$ cat src/rtl/silent_step_sequencer_pkg.sv
// Shared types and sizing for the silencer drive path: sequencer states,
// shadowed configuration layout and the zero completion-step clamp.
package silent_step_sequencer_pkg;
   localparam int SEQ_DEPTH  = 249;
   localparam int SEQ_ADDR_W = $clog2(SEQ_DEPTH);
   localparam int SEQ_CNT_W  = $clog2(SEQ_DEPTH + 1);

   typedef enum logic [1:0] {
      IDLE   = 2'd0,
      FETCH  = 2'd1,
      STREAM = 2'd2,
      DRAIN  = 2'd3
   } state_t;

   typedef struct packed {
      logic [15:0] rate_intensity;
      logic [15:0] rate_phase;
      logic [15:0] steps_intensity;
      logic [15:0] steps_phase;
      logic        fixed_steps;
   } cfg_t;

   localparam cfg_t CFG_RESET = '{
      rate_intensity:  16'd0,
      rate_phase:      16'd0,
      steps_intensity: 16'd1,
      steps_phase:     16'd1,
      fixed_steps:     1'b0
   };

   // A zero step count would stall the calculator, so it is replaced by 1.
   function automatic logic [15:0] clamp_steps(input logic [15:0] v);
      return (v == 16'd0) ? 16'd1 : v;
   endfunction
endpackage

$ cat src/rtl/silent_step_sequencer_if.sv
// Bundle between the sequencer, the drive RAM, the config bank and step_calculator.
interface silent_step_sequencer_if #(
   parameter int DEPTH = silent_step_sequencer_pkg::SEQ_DEPTH
);
   import silent_step_sequencer_pkg::*;
   localparam int ADDR_W = $clog2(DEPTH);

   // UPDATE is a one-cycle request without ready (one extra request queues, more set OVERRUN);
   // DIN_VALID marks sample 0, samples 1..DEPTH-1 follow on consecutive cycles;
   // CALC_DOUT_VALID is a per-beat strobe with no backpressure.
   logic              UPDATE;
   logic [15:0]       CFG_UPDATE_RATE_INTENSITY;
   logic [15:0]       CFG_UPDATE_RATE_PHASE;
   logic [15:0]       CFG_COMPLETION_STEPS_INTENSITY;
   logic [15:0]       CFG_COMPLETION_STEPS_PHASE;
   logic              CFG_FIXED_COMPLETION_STEPS;
   logic [ADDR_W-1:0] RAM_ADDR;
   logic [15:0]       RAM_INTENSITY;
   logic [7:0]        RAM_PHASE;
   logic              DIN_VALID;
   logic [15:0]       INTENSITY_IN;
   logic [7:0]        PHASE_IN;
   logic [15:0]       UPDATE_RATE_INTENSITY_FIXED;
   logic [15:0]       UPDATE_RATE_PHASE_FIXED;
   logic [15:0]       COMPLETION_STEPS_INTENSITY_S;
   logic [15:0]       COMPLETION_STEPS_PHASE_S;
   logic              FIXED_COMPLETION_STEPS_S;
   logic              CALC_DOUT_VALID;
   logic              BUSY;
   logic              OVERRUN;
   logic              ZERO_STEPS;
   state_t            STATE;

   modport seq (
      input  UPDATE, CFG_UPDATE_RATE_INTENSITY, CFG_UPDATE_RATE_PHASE,
             CFG_COMPLETION_STEPS_INTENSITY, CFG_COMPLETION_STEPS_PHASE,
             CFG_FIXED_COMPLETION_STEPS, RAM_INTENSITY, RAM_PHASE, CALC_DOUT_VALID,
      output RAM_ADDR, DIN_VALID, INTENSITY_IN, PHASE_IN,
             UPDATE_RATE_INTENSITY_FIXED, UPDATE_RATE_PHASE_FIXED,
             COMPLETION_STEPS_INTENSITY_S, COMPLETION_STEPS_PHASE_S,
             FIXED_COMPLETION_STEPS_S, BUSY, OVERRUN, ZERO_STEPS, STATE
   );

   modport env (
      output UPDATE, CFG_UPDATE_RATE_INTENSITY, CFG_UPDATE_RATE_PHASE,
             CFG_COMPLETION_STEPS_INTENSITY, CFG_COMPLETION_STEPS_PHASE,
             CFG_FIXED_COMPLETION_STEPS, RAM_INTENSITY, RAM_PHASE, CALC_DOUT_VALID,
      input  RAM_ADDR, DIN_VALID, INTENSITY_IN, PHASE_IN,
             UPDATE_RATE_INTENSITY_FIXED, UPDATE_RATE_PHASE_FIXED,
             COMPLETION_STEPS_INTENSITY_S, COMPLETION_STEPS_PHASE_S,
             FIXED_COMPLETION_STEPS_S, BUSY, OVERRUN, ZERO_STEPS, STATE
   );
endinterface

$ cat src/rtl/silent_step_sequencer_cfg_shadow.sv
// Shadow copy of the silencer configuration, captured on LOAD so a frame
// always runs with one consistent set of rates and completion steps.
module silent_cfg_shadow
   import silent_step_sequencer_pkg::*;
(
   input  logic        CLK,
   input  logic        RST,
   input  logic        LOAD,
   input  logic [15:0] CFG_UPDATE_RATE_INTENSITY,
   input  logic [15:0] CFG_UPDATE_RATE_PHASE,
   input  logic [15:0] CFG_COMPLETION_STEPS_INTENSITY,
   input  logic [15:0] CFG_COMPLETION_STEPS_PHASE,
   input  logic        CFG_FIXED_COMPLETION_STEPS,
   output logic [15:0] UPDATE_RATE_INTENSITY_FIXED,
   output logic [15:0] UPDATE_RATE_PHASE_FIXED,
   output logic [15:0] COMPLETION_STEPS_INTENSITY_S,
   output logic [15:0] COMPLETION_STEPS_PHASE_S,
   output logic        FIXED_COMPLETION_STEPS_S,
   output logic        ZERO_STEPS
);
   cfg_t shadow_q, shadow_d;
   logic zero_steps_q, zero_steps_d;

   always_comb begin
      shadow_d     = shadow_q;
      zero_steps_d = zero_steps_q;
      if (LOAD) begin
         shadow_d.rate_intensity  = CFG_UPDATE_RATE_INTENSITY;
         shadow_d.rate_phase      = CFG_UPDATE_RATE_PHASE;
         shadow_d.steps_intensity = clamp_steps(CFG_COMPLETION_STEPS_INTENSITY);
         shadow_d.steps_phase     = clamp_steps(CFG_COMPLETION_STEPS_PHASE);
         shadow_d.fixed_steps     = CFG_FIXED_COMPLETION_STEPS;
         zero_steps_d = zero_steps_q
                        | (CFG_COMPLETION_STEPS_INTENSITY == 16'd0)
                        | (CFG_COMPLETION_STEPS_PHASE == 16'd0);
      end
   end

   always_ff @(posedge CLK or posedge RST) begin
      if (RST) begin
         shadow_q     <= CFG_RESET;
         zero_steps_q <= 1'b0;
      end else begin
         shadow_q     <= shadow_d;
         zero_steps_q <= zero_steps_d;
      end
   end

   assign UPDATE_RATE_INTENSITY_FIXED  = shadow_q.rate_intensity;
   assign UPDATE_RATE_PHASE_FIXED      = shadow_q.rate_phase;
   assign COMPLETION_STEPS_INTENSITY_S = shadow_q.steps_intensity;
   assign COMPLETION_STEPS_PHASE_S     = shadow_q.steps_phase;
   assign FIXED_COMPLETION_STEPS_S     = shadow_q.fixed_steps;
   assign ZERO_STEPS                   = zero_steps_q;
endmodule

$ cat src/rtl/silent_step_sequencer.sv
// Drive-update sequencer: fetches DEPTH intensity/phase samples from the drive RAM,
// streams them to step_calculator and counts its output beats to detect frame end.
module silent_step_sequencer #(
   parameter int DEPTH = silent_step_sequencer_pkg::SEQ_DEPTH
) (
   input logic CLK,
   input logic RST,
   silent_step_sequencer_if.seq bus
);
   import silent_step_sequencer_pkg::*;

   localparam int ADDR_W = $clog2(DEPTH);
   localparam int CNT_W  = $clog2(DEPTH + 1);
   localparam logic [ADDR_W-1:0] LAST_K     = ADDR_W'(DEPTH - 1);
   localparam logic [ADDR_W:0]   LAST_K_W   = (ADDR_W + 1)'(DEPTH - 1);
   localparam logic [CNT_W-1:0]  FULL_BEATS = CNT_W'(DEPTH);

   state_t            state_q, state_d;
   logic [ADDR_W-1:0] k_q, k_d;
   logic [ADDR_W-1:0] addr_q, addr_d;
   logic [ADDR_W:0]   addr_step;
   logic [CNT_W-1:0]  beat_q, beat_d;
   logic              din_valid_q, din_valid_d;
   logic [15:0]       intensity_q, intensity_d;
   logic [7:0]        phase_q, phase_d;
   logic              pending_q, pending_d;
   logic              overrun_q, overrun_d;
   logic              busy_q, busy_d;
   logic              load;

   always_comb begin
      state_d   = state_q;
      k_d       = k_q;
      addr_d    = addr_q;
      beat_d    = beat_q;
      pending_d = pending_q;
      overrun_d = overrun_q;
      load      = 1'b0;
      addr_step = {1'b0, k_q} + (ADDR_W + 1)'(2);

      if ((state_q == STREAM || state_q == DRAIN) && bus.CALC_DOUT_VALID && beat_q != FULL_BEATS)
         beat_d = beat_q + 1'b1;

      // Requests arriving mid-frame queue one deep; a second one is dropped and flagged.
      if (state_q != IDLE && bus.UPDATE) begin
         pending_d = 1'b1;
         if (pending_q) overrun_d = 1'b1;
      end

      case (state_q)
         IDLE: begin
            if (bus.UPDATE || pending_q) begin
               load      = 1'b1;
               pending_d = 1'b0;
               state_d   = FETCH;
               addr_d    = '0;
               beat_d    = '0;
            end
         end
         FETCH: begin
            state_d = STREAM;
            k_d     = '0;
            addr_d  = ADDR_W'(1);
         end
         STREAM: begin
            if (k_q == LAST_K) state_d = DRAIN;
            else               k_d = k_q + 1'b1;
            addr_d = (addr_step > LAST_K_W) ? LAST_K : addr_step[ADDR_W-1:0];
         end
         DRAIN: begin
            if (beat_d == FULL_BEATS) state_d = IDLE;
         end
         default: state_d = IDLE;
      endcase

      // RAM data for the address held this cycle is captured into the sample register,
      // which is what places sample k one cycle behind RAM_ADDR = k.
      busy_d      = (state_d != IDLE);
      din_valid_d = (state_q == FETCH);
      intensity_d = (state_d == STREAM) ? bus.RAM_INTENSITY : 16'd0;
      phase_d     = (state_d == STREAM) ? bus.RAM_PHASE : 8'd0;
   end

   always_ff @(posedge CLK or posedge RST) begin
      if (RST) begin
         state_q     <= IDLE;
         k_q         <= '0;
         addr_q      <= '0;
         beat_q      <= '0;
         din_valid_q <= 1'b0;
         intensity_q <= 16'd0;
         phase_q     <= 8'd0;
         pending_q   <= 1'b0;
         overrun_q   <= 1'b0;
         busy_q      <= 1'b0;
      end else begin
         state_q     <= state_d;
         k_q         <= k_d;
         addr_q      <= addr_d;
         beat_q      <= beat_d;
         din_valid_q <= din_valid_d;
         intensity_q <= intensity_d;
         phase_q     <= phase_d;
         pending_q   <= pending_d;
         overrun_q   <= overrun_d;
         busy_q      <= busy_d;
      end
   end

   silent_cfg_shadow u_cfg_shadow (
      .CLK                            (CLK),
      .RST                            (RST),
      .LOAD                           (load),
      .CFG_UPDATE_RATE_INTENSITY      (bus.CFG_UPDATE_RATE_INTENSITY),
      .CFG_UPDATE_RATE_PHASE          (bus.CFG_UPDATE_RATE_PHASE),
      .CFG_COMPLETION_STEPS_INTENSITY (bus.CFG_COMPLETION_STEPS_INTENSITY),
      .CFG_COMPLETION_STEPS_PHASE     (bus.CFG_COMPLETION_STEPS_PHASE),
      .CFG_FIXED_COMPLETION_STEPS     (bus.CFG_FIXED_COMPLETION_STEPS),
      .UPDATE_RATE_INTENSITY_FIXED    (bus.UPDATE_RATE_INTENSITY_FIXED),
      .UPDATE_RATE_PHASE_FIXED        (bus.UPDATE_RATE_PHASE_FIXED),
      .COMPLETION_STEPS_INTENSITY_S   (bus.COMPLETION_STEPS_INTENSITY_S),
      .COMPLETION_STEPS_PHASE_S       (bus.COMPLETION_STEPS_PHASE_S),
      .FIXED_COMPLETION_STEPS_S       (bus.FIXED_COMPLETION_STEPS_S),
      .ZERO_STEPS                     (bus.ZERO_STEPS)
   );

   assign bus.RAM_ADDR     = addr_q;
   assign bus.DIN_VALID    = din_valid_q;
   assign bus.INTENSITY_IN = intensity_q;
   assign bus.PHASE_IN     = phase_q;
   assign bus.BUSY         = busy_q;
   assign bus.OVERRUN      = overrun_q;
   assign bus.STATE        = state_q;
endmodule

$ cat src/flat_wrapper.sv
// flat-port wrapper written by rule: the top's interface ports become plain ports
module silent_step_sequencer_flat import silent_step_sequencer_pkg::*;
#(
   parameter int DEPTH = silent_step_sequencer_pkg::SEQ_DEPTH
)
  (CLK, RST, bus_UPDATE, bus_CFG_UPDATE_RATE_INTENSITY, bus_CFG_UPDATE_RATE_PHASE, bus_CFG_COMPLETION_STEPS_INTENSITY, bus_CFG_COMPLETION_STEPS_PHASE, bus_CFG_FIXED_COMPLETION_STEPS, bus_RAM_INTENSITY, bus_RAM_PHASE, bus_CALC_DOUT_VALID, bus_RAM_ADDR, bus_DIN_VALID, bus_INTENSITY_IN, bus_PHASE_IN, bus_UPDATE_RATE_INTENSITY_FIXED, bus_UPDATE_RATE_PHASE_FIXED, bus_COMPLETION_STEPS_INTENSITY_S, bus_COMPLETION_STEPS_PHASE_S, bus_FIXED_COMPLETION_STEPS_S, bus_BUSY, bus_OVERRUN, bus_ZERO_STEPS, bus_STATE);
  silent_step_sequencer_if #(.DEPTH(DEPTH)) bus_i ();
  input logic CLK;
  input logic RST;
  input wire logic [$bits(bus_i.UPDATE)-1:0] bus_UPDATE;
  input wire logic [$bits(bus_i.CFG_UPDATE_RATE_INTENSITY)-1:0] bus_CFG_UPDATE_RATE_INTENSITY;
  input wire logic [$bits(bus_i.CFG_UPDATE_RATE_PHASE)-1:0] bus_CFG_UPDATE_RATE_PHASE;
  input wire logic [$bits(bus_i.CFG_COMPLETION_STEPS_INTENSITY)-1:0] bus_CFG_COMPLETION_STEPS_INTENSITY;
  input wire logic [$bits(bus_i.CFG_COMPLETION_STEPS_PHASE)-1:0] bus_CFG_COMPLETION_STEPS_PHASE;
  input wire logic [$bits(bus_i.CFG_FIXED_COMPLETION_STEPS)-1:0] bus_CFG_FIXED_COMPLETION_STEPS;
  input wire logic [$bits(bus_i.RAM_INTENSITY)-1:0] bus_RAM_INTENSITY;
  input wire logic [$bits(bus_i.RAM_PHASE)-1:0] bus_RAM_PHASE;
  input wire logic [$bits(bus_i.CALC_DOUT_VALID)-1:0] bus_CALC_DOUT_VALID;
  output wire logic [$bits(bus_i.RAM_ADDR)-1:0] bus_RAM_ADDR;
  output wire logic [$bits(bus_i.DIN_VALID)-1:0] bus_DIN_VALID;
  output wire logic [$bits(bus_i.INTENSITY_IN)-1:0] bus_INTENSITY_IN;
  output wire logic [$bits(bus_i.PHASE_IN)-1:0] bus_PHASE_IN;
  output wire logic [$bits(bus_i.UPDATE_RATE_INTENSITY_FIXED)-1:0] bus_UPDATE_RATE_INTENSITY_FIXED;
  output wire logic [$bits(bus_i.UPDATE_RATE_PHASE_FIXED)-1:0] bus_UPDATE_RATE_PHASE_FIXED;
  output wire logic [$bits(bus_i.COMPLETION_STEPS_INTENSITY_S)-1:0] bus_COMPLETION_STEPS_INTENSITY_S;
  output wire logic [$bits(bus_i.COMPLETION_STEPS_PHASE_S)-1:0] bus_COMPLETION_STEPS_PHASE_S;
  output wire logic [$bits(bus_i.FIXED_COMPLETION_STEPS_S)-1:0] bus_FIXED_COMPLETION_STEPS_S;
  output wire logic [$bits(bus_i.BUSY)-1:0] bus_BUSY;
  output wire logic [$bits(bus_i.OVERRUN)-1:0] bus_OVERRUN;
  output wire logic [$bits(bus_i.ZERO_STEPS)-1:0] bus_ZERO_STEPS;
  output wire logic [$bits(bus_i.STATE)-1:0] bus_STATE;
  assign bus_i.UPDATE = bus_UPDATE;
  assign bus_i.CFG_UPDATE_RATE_INTENSITY = bus_CFG_UPDATE_RATE_INTENSITY;
  assign bus_i.CFG_UPDATE_RATE_PHASE = bus_CFG_UPDATE_RATE_PHASE;
  assign bus_i.CFG_COMPLETION_STEPS_INTENSITY = bus_CFG_COMPLETION_STEPS_INTENSITY;
  assign bus_i.CFG_COMPLETION_STEPS_PHASE = bus_CFG_COMPLETION_STEPS_PHASE;
  assign bus_i.CFG_FIXED_COMPLETION_STEPS = bus_CFG_FIXED_COMPLETION_STEPS;
  assign bus_i.RAM_INTENSITY = bus_RAM_INTENSITY;
  assign bus_i.RAM_PHASE = bus_RAM_PHASE;
  assign bus_i.CALC_DOUT_VALID = bus_CALC_DOUT_VALID;
  assign bus_RAM_ADDR = bus_i.RAM_ADDR;
  assign bus_DIN_VALID = bus_i.DIN_VALID;
  assign bus_INTENSITY_IN = bus_i.INTENSITY_IN;
  assign bus_PHASE_IN = bus_i.PHASE_IN;
  assign bus_UPDATE_RATE_INTENSITY_FIXED = bus_i.UPDATE_RATE_INTENSITY_FIXED;
  assign bus_UPDATE_RATE_PHASE_FIXED = bus_i.UPDATE_RATE_PHASE_FIXED;
  assign bus_COMPLETION_STEPS_INTENSITY_S = bus_i.COMPLETION_STEPS_INTENSITY_S;
  assign bus_COMPLETION_STEPS_PHASE_S = bus_i.COMPLETION_STEPS_PHASE_S;
  assign bus_FIXED_COMPLETION_STEPS_S = bus_i.FIXED_COMPLETION_STEPS_S;
  assign bus_BUSY = bus_i.BUSY;
  assign bus_OVERRUN = bus_i.OVERRUN;
  assign bus_ZERO_STEPS = bus_i.ZERO_STEPS;
  assign bus_STATE = bus_i.STATE;
  silent_step_sequencer #(.DEPTH(DEPTH)) u_core (.CLK(CLK), .RST(RST), .bus(bus_i));
endmodule
$ cat config.mk
export PLATFORM = sky130hd
export DESIGN_NAME = silent_step_sequencer_flat
export DESIGN_NICKNAME = d
export VERILOG_FILES = /design/src/rtl/silent_step_sequencer_pkg.sv /design/src/rtl/silent_step_sequencer_if.sv /design/src/rtl/silent_step_sequencer_cfg_shadow.sv /design/src/rtl/silent_step_sequencer.sv /design/src/flat_wrapper.sv
export SDC_FILE = /design/constraint.sdc
export NUM_CORES = 1
export LEC_CHECK = 0
export CAP_MARGIN = 20
export CELL_PAD_IN_SITES_DETAIL_PLACEMENT = 1
export CELL_PAD_IN_SITES_GLOBAL_PLACEMENT = 2
export CORE_MARGIN = 5
export CORE_UTILIZATION = 26
export DETAILED_ROUTE_END_ITERATION = 16
export GPL_ROUTABILITY_DRIVEN = 0
export PLACE_DENSITY_LB_ADDON = 0.1
export SKIP_CTS_REPAIR_TIMING = 1
export SLEW_MARGIN = 20
export SYNTH_ARGS = -nofsm -noshare
export SYNTH_HDL_FRONTEND = slang
export SYNTH_SLANG_ARGS = --single-unit
$ cat constraint.sdc
create_clock -name CLK -period 5.2 [get_ports CLK]
set_clock_uncertainty 0.05 [all_clocks]
set_input_delay 1.04 -clock CLK [delete_from_list [all_inputs] [get_ports CLK]]
set_output_delay 1.04 -clock CLK [all_outputs]
set_load 0.02 [all_outputs]
Word level (Yosys, flattened, before mapping). Index checks and enable logic that the tools add are counted.

Register bits: 120. Input port bits: 93. Output and inout port bits: 103.

Add/sub/neg operators: 3. Magnitude comparators: 1. Equal/unequal tests: 9. Multiplexer cells: 21. Bitwise logic cells: 2. Reductions and logical operators: 15.

Operator list (count): 2-to-1 mux 8 bit (7); 2-to-1 mux 16 bit (3); logical NOT 16 bit (2); case mux 8 bit (3 select lines) (1); adder 8 x 1 -> 8 bit, second input constant (2); == test 8 bit, second input constant (2); case mux 8 bit (2 select lines) (1); adder 8 x 2 -> 9 bit, second input constant (1); > comparator 9 x 8 -> 1 bit, second input constant (1); != test 8 bit, second input constant (1); case mux 2 bit (4 select lines) (1); == test 2 bit, second input constant (3); 2-to-1 mux 2 bit (3); AND reduction 2 bit (3); nonzero test 2 bit (3); 2-to-1 mux 1 bit (5); logical AND 1 bit (3); nonzero test 3 bit (1); == test 2 x 1 -> 1 bit, second input constant (1); logical NOT 2 bit (1); logical OR 1 bit (2); != test 2 x 1 -> 1 bit, second input constant (1); != test 2 bit, second input constant (1); OR 1 bit (2).

Depth between registers and ports, before layout.
Depth after elaboration: 10. Depth in mapped cells: 9.

Hierarchy. Synthesis repeated with hierarchy kept, for this count alone.

Cell total of the unflattened synthesis: 453. Area, all modules: 5370.2 um^2.

By module, submodules not included: silent_step_sequencer (times used 1, cells each 297, area an instance 2780.2 um^2, sequential area each 1351.3 um^2); silent_cfg_shadow (times used 1, cells each 156, area an instance 2590.0 um^2, sequential area each 1654.1 um^2).

Least setup slack after synthesis. Ideal clock, no wire load.

Kind: input-to-reg. Start point: input bus_CALC_DOUT_VALID. End point: register u_core.intensity_q[10] (netlist: u_core.bus.INTENSITY_IN[10]). Setup time: 104 ps. Arrival time: 2671 ps. Data required time: 5046 ps. Setup slack: 2375 ps. Cell stages on the path: 7. Path buffers: 2. Cell sequence: o211a_1 nand4_1 maj3_2 or4_1 clkbuf_2 buf_6 a221oi_1.

Cells in the longest elaborated chain, start to end: 8.

RTL lines: start, declared (RTL line flat_wrapper.sv:18) `input wire logic [$bits(bus_i.CALC_DOUT_VALID)-1:0] bus_CALC_DOUT_VALID;`; logical AND 1 bit (2 in series) (RTL line silent_step_sequencer.sv:41) `if ((state_q == STREAM || state_q == DRAIN) && bus.CALC_DOUT_VALID && beat_q != FULL_BEATS)`; 2-to-1 mux 8 bit (RTL line silent_step_sequencer.sv:41); == test 8 bit (RTL line silent_step_sequencer.sv:71) `if (beat_d == FULL_BEATS) state_d = IDLE;`; 2-to-1 mux 2 bit (RTL line silent_step_sequencer.sv:71); case mux 2 bit (4 select lines) (RTL line silent_step_sequencer.sv:50) `case (state_q)`; == test 2 bit (RTL line silent_step_sequencer.sv:80) `intensity_d = (state_d == STREAM) ? bus.RAM_INTENSITY : 16'd0;`; 2-to-1 mux 16 bit (RTL line silent_step_sequencer.sv:80); net u_core.intensity_d[10] (RTL line silent_step_sequencer.sv:24) `logic [15:0] intensity_q, intensity_d;`; end signal, assigned (RTL line silent_step_sequencer.sv:102) `intensity_q <= intensity_d;`; end, declared (RTL line silent_step_sequencer.sv:24).

The timed path passes the listed nets, and every way through them passes these cells. A chain may end at the register's enable or synchronous reset.

Worst setup path after layout.
Start point: register u_core.state_q[0] (netlist: u_core.bus.STATE[0]). End point: register u_core.intensity_q[0] (netlist: u_core.bus.INTENSITY_IN[0]).

Cells in the longest elaborated chain, start to end: 10.

RTL lines: start, declared (RTL line silent_step_sequencer.sv:18) `state_t state_q, state_d;`; start signal, assigned (RTL line silent_step_sequencer.sv:97) `state_q <= state_d;`; == test 2 bit (RTL line silent_step_sequencer.sv:41, silent_step_sequencer.sv:50); logical OR 1 bit (RTL line silent_step_sequencer.sv:41); logical AND 1 bit (2 in series) (RTL line silent_step_sequencer.sv:41); 2-to-1 mux 8 bit (RTL line silent_step_sequencer.sv:41); == test 8 bit (RTL line silent_step_sequencer.sv:71); 2-to-1 mux 2 bit (RTL line silent_step_sequencer.sv:71); case mux 2 bit (4 select lines) * (RTL line silent_step_sequencer.sv:50); == test 2 bit * (RTL line silent_step_sequencer.sv:80); 2-to-1 mux 16 bit * (RTL line silent_step_sequencer.sv:80); net u_core.intensity_d[0] (RTL line silent_step_sequencer.sv:24).

Mark *: on every way through the listed nets, which the timed path passes. The rest lies on a longest branch.

==> results.toml <==
[clocking]
cts_buffer_depth = 2
htreeDepth = 4
cts.sinks = 120
root_buffer = "clkbuf_16"
clk_latency_ns = 0.42
cts_tree = "built"
cts_made_buffers = 17
path_clk_slew_ns = 0.06

[worst_hold_path]
hp-class = "flop to flop"

[placement]
dpl.hpwl_um = 12550
post_dp_cell_area_mm2 = 0.007512
port_buffers = 195

[drt]
first_pass_iters = 4
drt_iter0_markers = 135
routed_wl_um = 17280
wl_per_cell_um = 16.68
route.vias.total = 4660
viasPerCell = 4.498
antenna_left = 0
drc_errors = 0

[logic_synthesis]
syn_area_mm2 = 0.005265
ys.flop_type = "dfrtp_1"
syn_avg_cell_area_um2 = 9.335
synth_async_sr_flop_share_pct = 100.0
yosysMostFrequentCell = "nand2_1"
ys_seq_elements = 120
seq_area_frac_synth_pct = 57.08
synth_top_area_share_pct = 56.08
ys_types = 44
synth_top_cells_by_count = "210 x nand2_1, 118 x dfrtp_1, 35 x inv_1, 27 x nor2_1, 24 x a221oi_1"
postSynthCellCount = 564
ys_warn_count = 0
synth_edf_count = 0
yosysTopAreaCell = "dfrtp_1"
yosys-top-cells-area = "dfrtp_1 56%, nand2_1 15%, a221oi_1 4.0%"
syn_nets = 669

[timing]
grt_setup_unrepaired = "no"
tns_ns = 0
min_period_over_period_pct = 65.72
min_period_ns = 3.417
worst-slew-pin-transition_ns = 1.056
slew_violations = 0
setup_viol = 0
fmax_mhz = 292.6
slew_headroom_pct = 29.58
finalHoldViolCount = 0

[pwr]
combPwrFrac_pct = 44.5
p_int_mw = 2.848
p_leak_nw = 3.696
switching_share_pct = 39.91
ir_worst_vdd_mv = 0.2663
seqPwrFrac_pct = 31.3
p_per_area_mw_per_mm2 = 585.7
power.switching_mw = 1.892
pwr-share-clk_pct = 24.2

[grt]
grt_pass1_wl_um = 28080
antenna_found_initial = 0
grt_overflow_total = 0
grt_pass1_vias = 4895
grt_max_degree = 76
grt_usage_pct = 15.02

[floorplan]
rows = 52
initial_core_util_pct = 26.19
die_area_mm2 = 0.02320
io_pins = 196
die_x_um = 152.3
design.core.area_mm2 = 0.02010
die_h_um = 152.3

[critical_path]
crit_type = "flop to flop"
worstSetupEndpointType = "flop"
crit_arrival_ns = 3.68
required_ns = 5.46
path_max_fanout = 24
critPathLaunchType = "flop"

[cells_and_area]
antenna_cells = 0
design_area_mm2 = 0.008092
fin_nets = 858
area_growth_syn_to_layout_pct = 53.68
drive_gt1_share_pct = 6.397

[run]
drv_cap = 0

[status]
outcome = "completed"
stage by stage:
step | hold WS, ns | setup slack [ns] | util, % | total power, mW | cells
floorplan | 0.4549 | 0.9275 | - | 2.586 | 564
global placement | 0.3989 | 1.507 | 37.37 | 3.605 | 1004
detailed placement | 0.4139 | 1.393 | 37.37 | 3.657 | 1004
CTS | 0.4291 | 1.733 | 40.24 | 4.844 | 1036
global route | 0.4485 | 1.512 | 40.25 | 5.065 | 1036
finish | 0.4222 | 1.783 | 40.25 | 4.739 | 1036
area by class of cell:
| cell class | instances | area (µm²) |
|---|---|---|
| Fill cell | 2233 | 12010 |
| Sequential cell | 120 | 3005 |
| Multi-Input combinational cell | 379 | 2033 |
| Timing Repair Buffer | 200 | 2002 |
| Clock buffer | 18 | 439.2 |
| Tap cell | 270 | 337.8 |
| Clock inverter | 14 | 137.6 |
| Inverter | 35 | 136.4 |
flip-flops by register name (all words and copies together) (netlist names):
signal and count:
u_core.k_q 8, u_core.beat_q 8, u_core.u_cfg_shadow.UPDATE_RATE_INTENSITY_FIXED 16, u_core.u_cfg_shadow.COMPLETION_STEPS_INTENSITY_S 16
u_core.bus.PHASE_IN 8, u_core.bus.RAM_ADDR 8, u_core.bus.OVERRUN 1, u_core.u_cfg_shadow.UPDATE_RATE_PHASE_FIXED 16
u_core.bus.BUSY 1, u_core.bus.DIN_VALID 1, u_core.u_cfg_shadow.FIXED_COMPLETION_STEPS_S 1, u_core.bus.STATE 2
u_core.bus.INTENSITY_IN 16, u_core.pending_q 1, u_core.u_cfg_shadow.COMPLETION_STEPS_PHASE_S 16, u_core.u_cfg_shadow.ZERO_STEPS 1
layer usage:
layer / GRT usage, % / up-vias / share of wire, %
li1: - / 2243 / -
met1: 18.95 / 2280 / 44
met2: 24.70 / 116 / 49
met3: 4.601 / 21 / 4.8
met4: 4.837 / 0 / 1.6
met5: 0 / - / 0
logic make-up after synthesis:
family | count (synthesis) | share of synthesized area, %
flops | 120 | 57.08
fa+ha+maj | 13 | 3.065
simple gates | 282 | 22.05
mux | 1 | 0.1901
compound gates | 68 | 10.17
buf+inv | 65 | 4.943
xor+xnor | 15 | 2.495
placed cells by master, fill, tap and decap left out, drive strengths merged, types with 2 or more instances in the layout:
master	count
a22o	3
or3	3
a221oi	24
nor3	3
o32ai	2
nand4	7
o31ai	5
o32a	2
clkbuf	18
and3	3
clkdlybuf4s50	195
dfrtp	118
nor2	27
inv	42
nand2	211
nor2b	4
o21a	2
dfstp	2
nand3	9
o21ai	9
ha	12
a21oi	8
a21o	2
or2	2
nor4	9
xor2	6
buf	5
o211ai	3
xnor2	9
clkinvlp	5
a31oi	3
power by group through the flow:
| stage | Sequential [mW] | Clock, mW | Combinational [mW] |
|---|---|---|---|
| after floorplan | 1.87 | 0 | 0.712 |
| after global placement | 1.49 | 0 | 2.12 |
| after detailed placement | 1.50 | 0 | 2.16 |
| after CTS | 1.49 | 1.19 | 2.17 |
| after global routing | 1.53 | 1.23 | 2.30 |
| final | 1.48 | 1.15 | 2.11 |
worst max-delay path, stage by stage (launching register included):
cell,delay [ns]
dfrtp_1,0.46
inv_1,0.16
ha_1,0.49
o211a_1,0.28
nand4_1,0.14
maj3_2,0.37
or4_1,0.88
a221oi_1,0.45
worst paths after layout:
path | cells past startpoint | slack, ns | endpoint | startpoint
hold / removal | 2 | 0.42 | u_core.u_cfg_shadow.UPDATE_RATE_PHASE_FIXED[13] | u_core.u_cfg_shadow.UPDATE_RATE_PHASE_FIXED[13]
max in group asynchronous | 3 | 3.30 | u_core.k_q[2] | RST
min in group asynchronous | 2 | 1.10 | asynchronous set/reset pin | RST
setup reg to reg | 7 | 1.78 | u_core.bus.INTENSITY_IN[0] | u_core.bus.STATE[0]
setup / recovery | 7 | 1.78 | u_core.bus.INTENSITY_IN[0] | u_core.bus.STATE[0]
hold reg to reg | 2 | 0.42 | u_core.u_cfg_shadow.UPDATE_RATE_PHASE_FIXED[13] | u_core.u_cfg_shadow.UPDATE_RATE_PHASE_FIXED[13]
Power figures use the tool's default switching activity.
